--- src/rtl/lsu_pkg.sv ---
// Shared definitions for the load/store unit: access sizes, FSM states,
// default data-memory size and the alignment helper.
package lsu_pkg;

  localparam int LSU_MEM_BYTES = 4096;

  typedef enum logic [1:0] {
    SIZE_BYTE = 2'b00,
    SIZE_HALF = 2'b01,
    SIZE_WORD = 2'b10,
    SIZE_BAD  = 2'b11
  } lsu_size_e;

  typedef enum logic [1:0] {
    ST_IDLE = 2'b00,
    ST_RD   = 2'b01,
    ST_WR   = 2'b10,
    ST_RESP = 2'b11
  } lsu_state_e;

  // True when the access cannot be served: illegal size or misaligned address.
  function automatic logic size_illegal(input logic [1:0] size, input logic [1:0] offset);
    logic bad;
    bad = 1'b0;
    case (size)
      SIZE_BYTE: bad = 1'b0;
      SIZE_HALF: bad = offset[0];
      SIZE_WORD: bad = (offset != 2'b00);
      default:   bad = 1'b1;
    endcase
    return bad;
  endfunction

endpackage

--- src/rtl/be_lane_unit.sv ---
// Big-endian lane logic: extracts and extends a load result from a memory
// word, and merges store data into the addressed lane of a memory word.
module be_lane_unit
  import lsu_pkg::*;
(
  input  logic [31:0] word,
  input  lsu_size_e   size,
  input  logic [1:0]  offset,
  input  logic        sign_ext,
  input  logic [31:0] wdata,
  output logic [31:0] rdata,
  output logic [31:0] merged
);

  logic [7:0]  lane_byte;
  logic [15:0] lane_half;

  // Select the addressed lane (offset 0 is the most significant byte) and extend it.
  always_comb begin
    lane_byte = 8'h00;
    case (offset)
      2'd0: lane_byte = word[31:24];
      2'd1: lane_byte = word[23:16];
      2'd2: lane_byte = word[15:8];
      2'd3: lane_byte = word[7:0];
    endcase
    lane_half = offset[1] ? word[15:0] : word[31:16];
    rdata = word;
    case (size)
      SIZE_BYTE: rdata = sign_ext ? {{24{lane_byte[7]}}, lane_byte} : {24'h0, lane_byte};
      SIZE_HALF: rdata = sign_ext ? {{16{lane_half[15]}}, lane_half} : {16'h0, lane_half};
      default:   rdata = word;
    endcase
  end

  // Replace only the addressed lane; untouched lanes keep the memory word.
  always_comb begin
    merged = word;
    case (size)
      SIZE_BYTE: begin
        case (offset)
          2'd0: merged[31:24] = wdata[7:0];
          2'd1: merged[23:16] = wdata[7:0];
          2'd2: merged[15:8]  = wdata[7:0];
          2'd3: merged[7:0]   = wdata[7:0];
        endcase
      end
      SIZE_HALF: begin
        if (offset[1]) merged[15:0] = wdata[15:0];
        else           merged[31:16] = wdata[15:0];
      end
      default: merged = wdata;
    endcase
  end

endmodule

--- src/rtl/load_store_unit.sv ---
// Load/store unit: takes one request at a time from the datapath, drives a
// word-wide big-endian data memory (read-modify-write for sub-word stores)
// and returns a single-cycle response with extended load data or an error.
//
// Handshake: a request transfers on a rising edge where req_valid and
// req_ready are both 1; req_ready is 1 only when idle and out of reset, and
// req_valid is ignored otherwise. The response is a one-cycle rsp_valid
// pulse with rsp_err/rsp_rdata valid in that cycle; there is no back-pressure.
module load_store_unit
  import lsu_pkg::*;
#(
  parameter int MEM_BYTES = LSU_MEM_BYTES
) (
  input  logic        clk,
  input  logic        reset,
  input  logic        req_valid,
  output logic        req_ready,
  input  logic        req_wr,
  input  logic [1:0]  req_size,
  input  logic        req_signed,
  input  logic [31:0] req_addr,
  input  logic [31:0] req_wdata,
  output logic        rsp_valid,
  output logic [31:0] rsp_rdata,
  output logic        rsp_err,
  output logic        dm_cs,
  output logic        dm_wr,
  output logic        dm_rd,
  output logic [31:0] dm_addr,
  output logic [31:0] dm_din,
  input  logic [31:0] dm_dout,
  output logic [1:0]  state_dbg
);

  lsu_state_e  state;
  logic        op_wr;
  lsu_size_e   op_size;
  logic        op_signed;
  logic [1:0]  op_offset;
  logic [31:0] op_wdata;
  logic        req_err;
  logic [31:0] lane_rdata;
  logic [31:0] lane_merged;

  assign req_ready = reset && (state == ST_IDLE);
  assign state_dbg = state;

  // Classify the incoming request as rejected before it is accepted.
  always_comb begin
    req_err = size_illegal(req_size, req_addr[1:0]) || (req_addr >= 32'(MEM_BYTES));
  end

  be_lane_unit u_lane (
    .word     (dm_dout),
    .size     (op_size),
    .offset   (op_offset),
    .sign_ext (op_signed),
    .wdata    (op_wdata),
    .rdata    (lane_rdata),
    .merged   (lane_merged)
  );

  // Request FSM with registered memory controls and response outputs.
  always_ff @(posedge clk or negedge reset) begin
    if (!reset) begin
      state     <= ST_IDLE;
      op_wr     <= 1'b0;
      op_size   <= SIZE_BYTE;
      op_signed <= 1'b0;
      op_offset <= 2'b00;
      op_wdata  <= 32'h0;
      dm_cs     <= 1'b0;
      dm_wr     <= 1'b0;
      dm_rd     <= 1'b0;
      dm_addr   <= 32'h0;
      dm_din    <= 32'h0;
      rsp_valid <= 1'b0;
      rsp_err   <= 1'b0;
      rsp_rdata <= 32'h0;
    end else begin
      case (state)
        ST_IDLE: begin
          rsp_valid <= 1'b0;
          rsp_err   <= 1'b0;
          if (req_valid) begin
            op_wr     <= req_wr;
            op_size   <= lsu_size_e'(req_size);
            op_signed <= req_signed;
            op_offset <= req_addr[1:0];
            op_wdata  <= req_wdata;
            dm_addr   <= {req_addr[31:2], 2'b00};
            if (req_err) begin
              state     <= ST_RESP;
              rsp_valid <= 1'b1;
              rsp_err   <= 1'b1;
              rsp_rdata <= 32'h0;
            end else if (req_wr && (req_size == SIZE_WORD)) begin
              state  <= ST_WR;
              dm_cs  <= 1'b1;
              dm_wr  <= 1'b1;
              dm_din <= req_wdata;
            end else begin
              state <= ST_RD;
              dm_cs <= 1'b1;
              dm_rd <= 1'b1;
            end
          end
        end
        ST_RD: begin
          dm_rd <= 1'b0;
          if (op_wr) begin
            state  <= ST_WR;
            dm_wr  <= 1'b1;
            dm_din <= lane_merged;
          end else begin
            state     <= ST_RESP;
            dm_cs     <= 1'b0;
            rsp_valid <= 1'b1;
            rsp_err   <= 1'b0;
            rsp_rdata <= lane_rdata;
          end
        end
        ST_WR: begin
          state     <= ST_RESP;
          dm_cs     <= 1'b0;
          dm_wr     <= 1'b0;
          rsp_valid <= 1'b1;
          rsp_err   <= 1'b0;
          rsp_rdata <= 32'h0;
        end
        ST_RESP: begin
          state     <= ST_IDLE;
          rsp_valid <= 1'b0;
          rsp_err   <= 1'b0;
        end
        default: state <= ST_IDLE;
      endcase
    end
  end

endmodule

--- config.mk ---
export PLATFORM = sky130hd
export DESIGN_NAME = load_store_unit
export DESIGN_NICKNAME = d
export VERILOG_FILES = /design/src/rtl/lsu_pkg.sv /design/src/rtl/be_lane_unit.sv /design/src/rtl/load_store_unit.sv
export SDC_FILE = /design/constraint.sdc
export NUM_CORES = 1
export LEC_CHECK = 0
export ABC_AREA = 1
export CAP_MARGIN = 0
export CORE_ASPECT_RATIO = 0.7
export CORE_UTILIZATION = 45
export DETAILED_ROUTE_END_ITERATION = 16
export GPL_TIMING_DRIVEN = 0
export PLACE_DENSITY = 0.77
export SKIP_CTS_REPAIR_TIMING = 1
export SYNTH_ARGS = -nofsm -noshare
export SYNTH_HDL_FRONTEND = slang
export SYNTH_SLANG_ARGS = --single-unit
--- constraint.sdc ---
create_clock -name clk -period 3.84 [get_ports clk]
set_clock_uncertainty 0.2 [all_clocks]
set_input_delay 0.768 -clock clk [delete_from_list [all_inputs] [get_ports clk]]
set_output_delay 0.768 -clock clk [all_outputs]
set_load 0.02 [all_outputs]
==> flow_summary.ini, run 1 <==
[synthesis]
synth-main-ff-cell = dfrtp_1
synth_area_leaders = dfrtp_1 45%, nand2_1 14%, o21ai_0 9.0%
synth_commonest_cells = 290 x nand2_1, 140 x o21ai_0, 139 x dfrtp_1
synth-seq-area-share_pct = 44.7
synth_edf_count = 0
synth.largest_area_cell = dfrtp_1
netlist_instances = 1021
synth_area_um2 = 7780
synth-seq-cells = 139
yosysWarnings = 0
syn_area_per_cell_um2 = 7.62
post_synth_num_cell_types = 32
synthArstFlopShare_pct = 100
synth_most_common_cell = nand2_1
synth_top_area_share_pct = 44.7

[worst_setup_path]
critical_path_class = primary input to primary output
ff2ff_path_depth = 9
start_kind = primary input
worst-path-max-fanout = 97
cp-endpoint = req_ready
crit_required_ns = 2.87
cp_cell_sequence = buf_6, buf_16, nand2_1, inv_1, clkdlybuf4s50_1
critPathLaunch = reset
cp_slowest_cell = clkdlybuf4s50_1
regToRegSetupSlack_ns = 1.04
timing.rr.start = state_dbg[1]
regToRegEndpoint = rsp_rdata[25]
max_stage_delay_ns = 0.61
crit_path_end_kind = primary output
critPathArrivalTime_ns = 2.43

[global_route]
grt_usage_pct = 33.4
grt-ovfl-total = 0
grt_pass1_vias = 7790
grt_max_degree = 98
antenna_found_initial = 0
grt_pass1_wl_um = 44900

[clocking]
cts_tree = built
cts_inserted_buffers = 17
htreeDepth = 4
clkSlewWorstSetupHoldPaths_ns = 0.06
clockRootBuffer = clkbuf_16
clock_latency_ns = 0.43
clock-sinks = 139
clockBufferDepth = 2

[placement]
dp_slack_ns = 0.439
gp_congestion = 0.985
hpwl_um = 22300
io_buffer_count = 204
place_inst = 1452

[drt]
postRouteAntennaNets = 0
drtIter0Drc = 735
wl_per_cell_um = 19.7
viasPerCell = 5.52
drc = 0
num_vias = 8198
drt-total-wl_um = 29200
drtPass1Iterations = 6

[floorplan]
dieWidth_um = 159
io_pins = 207
start_util_pct = 46.9
fp.dieH_um = 112
core_area_um2 = 16600
rows = 39
dieArea_um2 = 17800

[final_layout]
drive_gt1_share_pct = 10.5
multi_input_area_um2 = 3680
final_cells = 1484
num_antenna_cells = 0
seq_area_um2 = 3480
fillCellCount = 1478
area_growth_pct = 37.5
num-nets-final = 1354

[timing]
clock.fmax_mhz = 294
relSlewSlack_pct = 51.9
rsz0062_at_grt = false
tns_ns = 0
finalHoldViolations = 0
setup_viol = 0
tightest_slew_ns = 0.721
slew_violations = 0
fin_crit_ns = 3.40
fin_ws_ns = 0.442
holdWs_ns = 0.0597
fin_crit_sh_pct = 88.5

[power]
leakagePower_nw = 4.93
total_power_mw = 9.75
power_density_nw_per_um2 = 911
ir_drop_mv = 0.475

[flow_run]
drv_cap = 0

[min_path]
hp-class = primary input to async pin

[status]
status = completed
[cell families (layout without fill, tap and decap cells)]
| logic type | count (synthesis) | in the layout | synth area share, % |
|---|---|---|---|
| compound gates | 269 | 269 | 18.4 |
| other cells | 1 | 2 | 0.0482 |
| fa+ha+maj | 5 | 5 | 0.804 |
| buf+inv | 145 | 382 | 8.13 |
| simple gates | 421 | 421 | 22.0 |
| flops | 139 | 139 | 44.7 |
| mux | 41 | 41 | 5.93 |
[cells in the final DEF, fill, tap and decap left out, types with 4 or more instances in the layout]
cell type / count
a21oi_1: 72
buf_1: 4
buf_2: 32
buf_4: 5
buf_6: 5
clkbuf_1: 23
clkbuf_16: 17
clkdlybuf4s50_1: 203
clkinvlp_4: 4
dfrtp_1: 139
ha_1: 5
inv_1: 71
inv_2: 6
inv_6: 5
mux2_2: 41
nand2_1: 290
nand3_1: 61
nand4_1: 6
nor2_1: 52
o211ai_1: 21
o21ai_0: 140
o21ai_1: 19
o22ai_1: 13
[worst max-delay path: cells and delay by family]
family,cells,cell delay (ns)
buffers and inverters,4,1.40
AND/OR/NAND/NOR,1,0.10
[cell type report]
class	instances	share of cell area [%]
clock inverters	15	1.30
clock buffers	17	3.97
well taps	225	2.63
inverters	77	2.70
repair buffers	205	19.3
multi-input cells	738	34.4
flip-flops and latches	139	32.5
plain buffers	68	3.21
[layer usage]
| metal | global-route usage [%] | vias to the layer above | wire [um] |
|---|---|---|---|
| met5 | 0 | - | 0 |
| met4 | 9.04 | 0 | 594 |
| met3 | 13.6 | 43 | 3670 |
| met2 | 47.9 | 453 | 12200 |
| met1 | 46.6 | 3855 | 12800 |
| li1 | - | 3847 | - |
[worst min path at each step]
stage | startpoint | endpoint | slack (ns) | cells past startpoint
6_report | reset | dm_din[27] | 0.06 | 1
5_1_grt | reset | dm_din[27] | 0.09 | 1
4_1_cts | reset | dm_din[27] | 0.07 | 1
3_5_place_dp | rsp_rdata[3] | rsp_rdata[3] | 0.27 | 2
3_3_place_gp | dm_cs | dm_cs | 0.26 | 2
2_1_floorplan | op_wdata[28] | op_wdata[28] | 0.25 | 2
[through the flow]
stage	cell area, um2	utilization, %
CTS	10700	64.5
finish	10700	64.5
detailed placement	10100	61.1
global route	10700	64.5
floorplan	7790	-
global placement	10100	61.0
[sequential cells by signal, indices dropped and copies added, names as in the netlist]
register,flops
op_size,2
state_dbg,2
op_wdata,32
dm_rd,1
op_wr,1
dm_din,32
op_signed,1
dm_wr,1
rsp_rdata,32
op_offset,2
dm_cs,1
rsp_valid,1
rsp_err,1
dm_addr,30
[power by group]
group	switching [mW]	internal [mW]
clock	0.701	0.902
combinational	3.37	2.11
sequential	0.487	2.18
(Power assumes the default switching activity.)
==> run 2, diff against run 1 <==
- CELL_PAD_IN_SITES_DETAIL_PLACEMENT: not set -> 0
- CELL_PAD_IN_SITES_GLOBAL_PLACEMENT: not set -> 1
- CORE_UTILIZATION: 45 -> 38
- PLACE_DENSITY: 0.77 -> 0.88
==> flow_summary.ini, run 2 (synthesis results as in run 1) <==
[timing]
fin_crit_ns = 3.42
setup_viol = 0
rsz0062_at_grt = false
tightest_slew_ns = 0.756
finalHoldViolations = 0
slew_violations = 0
fin_crit_sh_pct = 89.0
tns_ns = 0
fin_ws_ns = 0.421
clock.fmax_mhz = 292
relSlewSlack_pct = 49.4

[clocking]
clkSlewWorstSetupHoldPaths_ns = 0.07
cts_inserted_buffers = 17
clockBufferDepth = 2
htreeDepth = 4
clockRootBuffer = clkbuf_16
clock_latency_ns = 0.44
cts_tree = built
clock-sinks = 139

[floorplan]
io_pins = 207
dieArea_um2 = 21100
start_util_pct = 39.0
rows = 43
core_area_um2 = 20000
dieWidth_um = 173
fp.dieH_um = 122

[power]
power_switching_mw = 4.61
power_density_nw_per_um2 = 905
ir_drop_mv = 0.420
power_frac_comb_pct = 55.7
swShare_pct = 47.2
leakagePower_nw = 4.95
p_seq_share_pct = 27.2
pwr-share-clk_pct = 17.1
power.internal_mw = 5.16

[placement]
io_buffer_count = 204
gp_congestion = 0.970
hpwl_um = 22800
place_inst = 1497
placed_area_um2 = 10200
dp_slack_ns = 0.381

[worst_setup_path]
start_kind = primary input
critPathArrivalTime_ns = 2.45
worst-path-max-fanout = 86
critical_path_class = primary input to primary output
crit_required_ns = 2.87
critPathLaunch = reset
crit_path_end_kind = primary output
timing.rr.start = state_dbg[1]

[drt]
drtPass1Iterations = 6
wl_per_cell_um = 19.1
drt-total-wl_um = 29300
drc = 0
viasPerCell = 5.24
postRouteAntennaNets = 0
num_vias = 8008
drtIter0Drc = 780

[min_path]
hp-class = primary input to async pin

[final_layout]
num-nets-final = 1354
area_growth_pct = 38.7
final_common_cell = nand2_1
postLayoutCoreUtil_pct = 54.1
drive_gt1_share_pct = 10.5
reg_top3 = dm_din: 32 flops, op_wdata: 32 flops, rsp_rdata: 32 flops
final_cells = 1529
fillCellCount = 1895
fin_area_um2 = 10800
layout_common_cells = 290 x nand2_1, 203 x clkdlybuf4s50_1, 140 x o21ai_0
num_antenna_cells = 0

[global_route]
grt_pass1_wl_um = 45400
grt_usage_pct = 28.7
grt_pass1_vias = 7893
grt-ovfl-total = 0
antenna_found_initial = 1
grt_max_degree = 87

[flow_run]
drv_cap = 0

[status]
status = completed
run 2: cell count changes in the layout (fill, tap and decap cells not counted), sizes merged:
cell and change:
clkinv +2, bufinv -1, clkinvlp -2, inv +1
run 2: layout make-up:
cell class	instances	area, um2	area share, %
plain buffers	68	344	3.19
clock buffers	17	425	3.94
clock inverters	15	179	1.66
inverters	77	289	2.68
multi-input cells	738	3680	34.0
flip-flops and latches	139	3480	32.2
well taps	270	338	3.13
repair buffers	205	2070	19.2
run 2: power groups by stage:
stage / Sequential, mW / Clock [mW] / Combinational (mW)
after global routing: 2.75 / 1.76 / 5.94
final: 2.66 / 1.67 / 5.44
after CTS: 2.65 / 1.70 / 5.42
after floorplan: 3.16 / 0 / 2.60
after global placement: 2.66 / 0 / 5.36
after detailed placement: 2.66 / 0 / 5.40
run 2: metrics by stage:
stage               total power [mW]  hold WS (ns)
floorplan                       5.76         0.253
detailed placement              8.06         0.268
finish                          9.77        0.0893
global placement                8.02         0.263
CTS                             9.77         0.108
global route                    10.4         0.128
run 2: worst paths after layout:
check / depth (start not counted) / slack (ns) / to
min reg2reg: 2 / 0.28 / rsp_rdata[2]
min: 1 / 0.09 / dm_din[27]
min in group clk: 2 / 0.28 / rsp_rdata[2]
max in group asynchronous: 2 / 2.52 / op_offset[0]
max reg2reg: 9 / 0.89 / rsp_rdata[26]
max: 5 / 0.42 / req_ready
run 2: critical path: stages:
cell and delay (ns):
buf_6 0.41, buf_16 0.37, nand2_1 0.12, inv_1 0.07, clkdlybuf4s50_1 0.59
run 2: routing by layer:
layer | global-route usage, % | up-vias | wire [um]
met3 | 10.2 | 23 | 3190
met1 | 40.1 | 3774 | 13700
li1 | - | 3830 | -
met5 | 0 | - | 8
met2 | 42.3 | 379 | 12100
met4 | 6.42 | 2 | 341
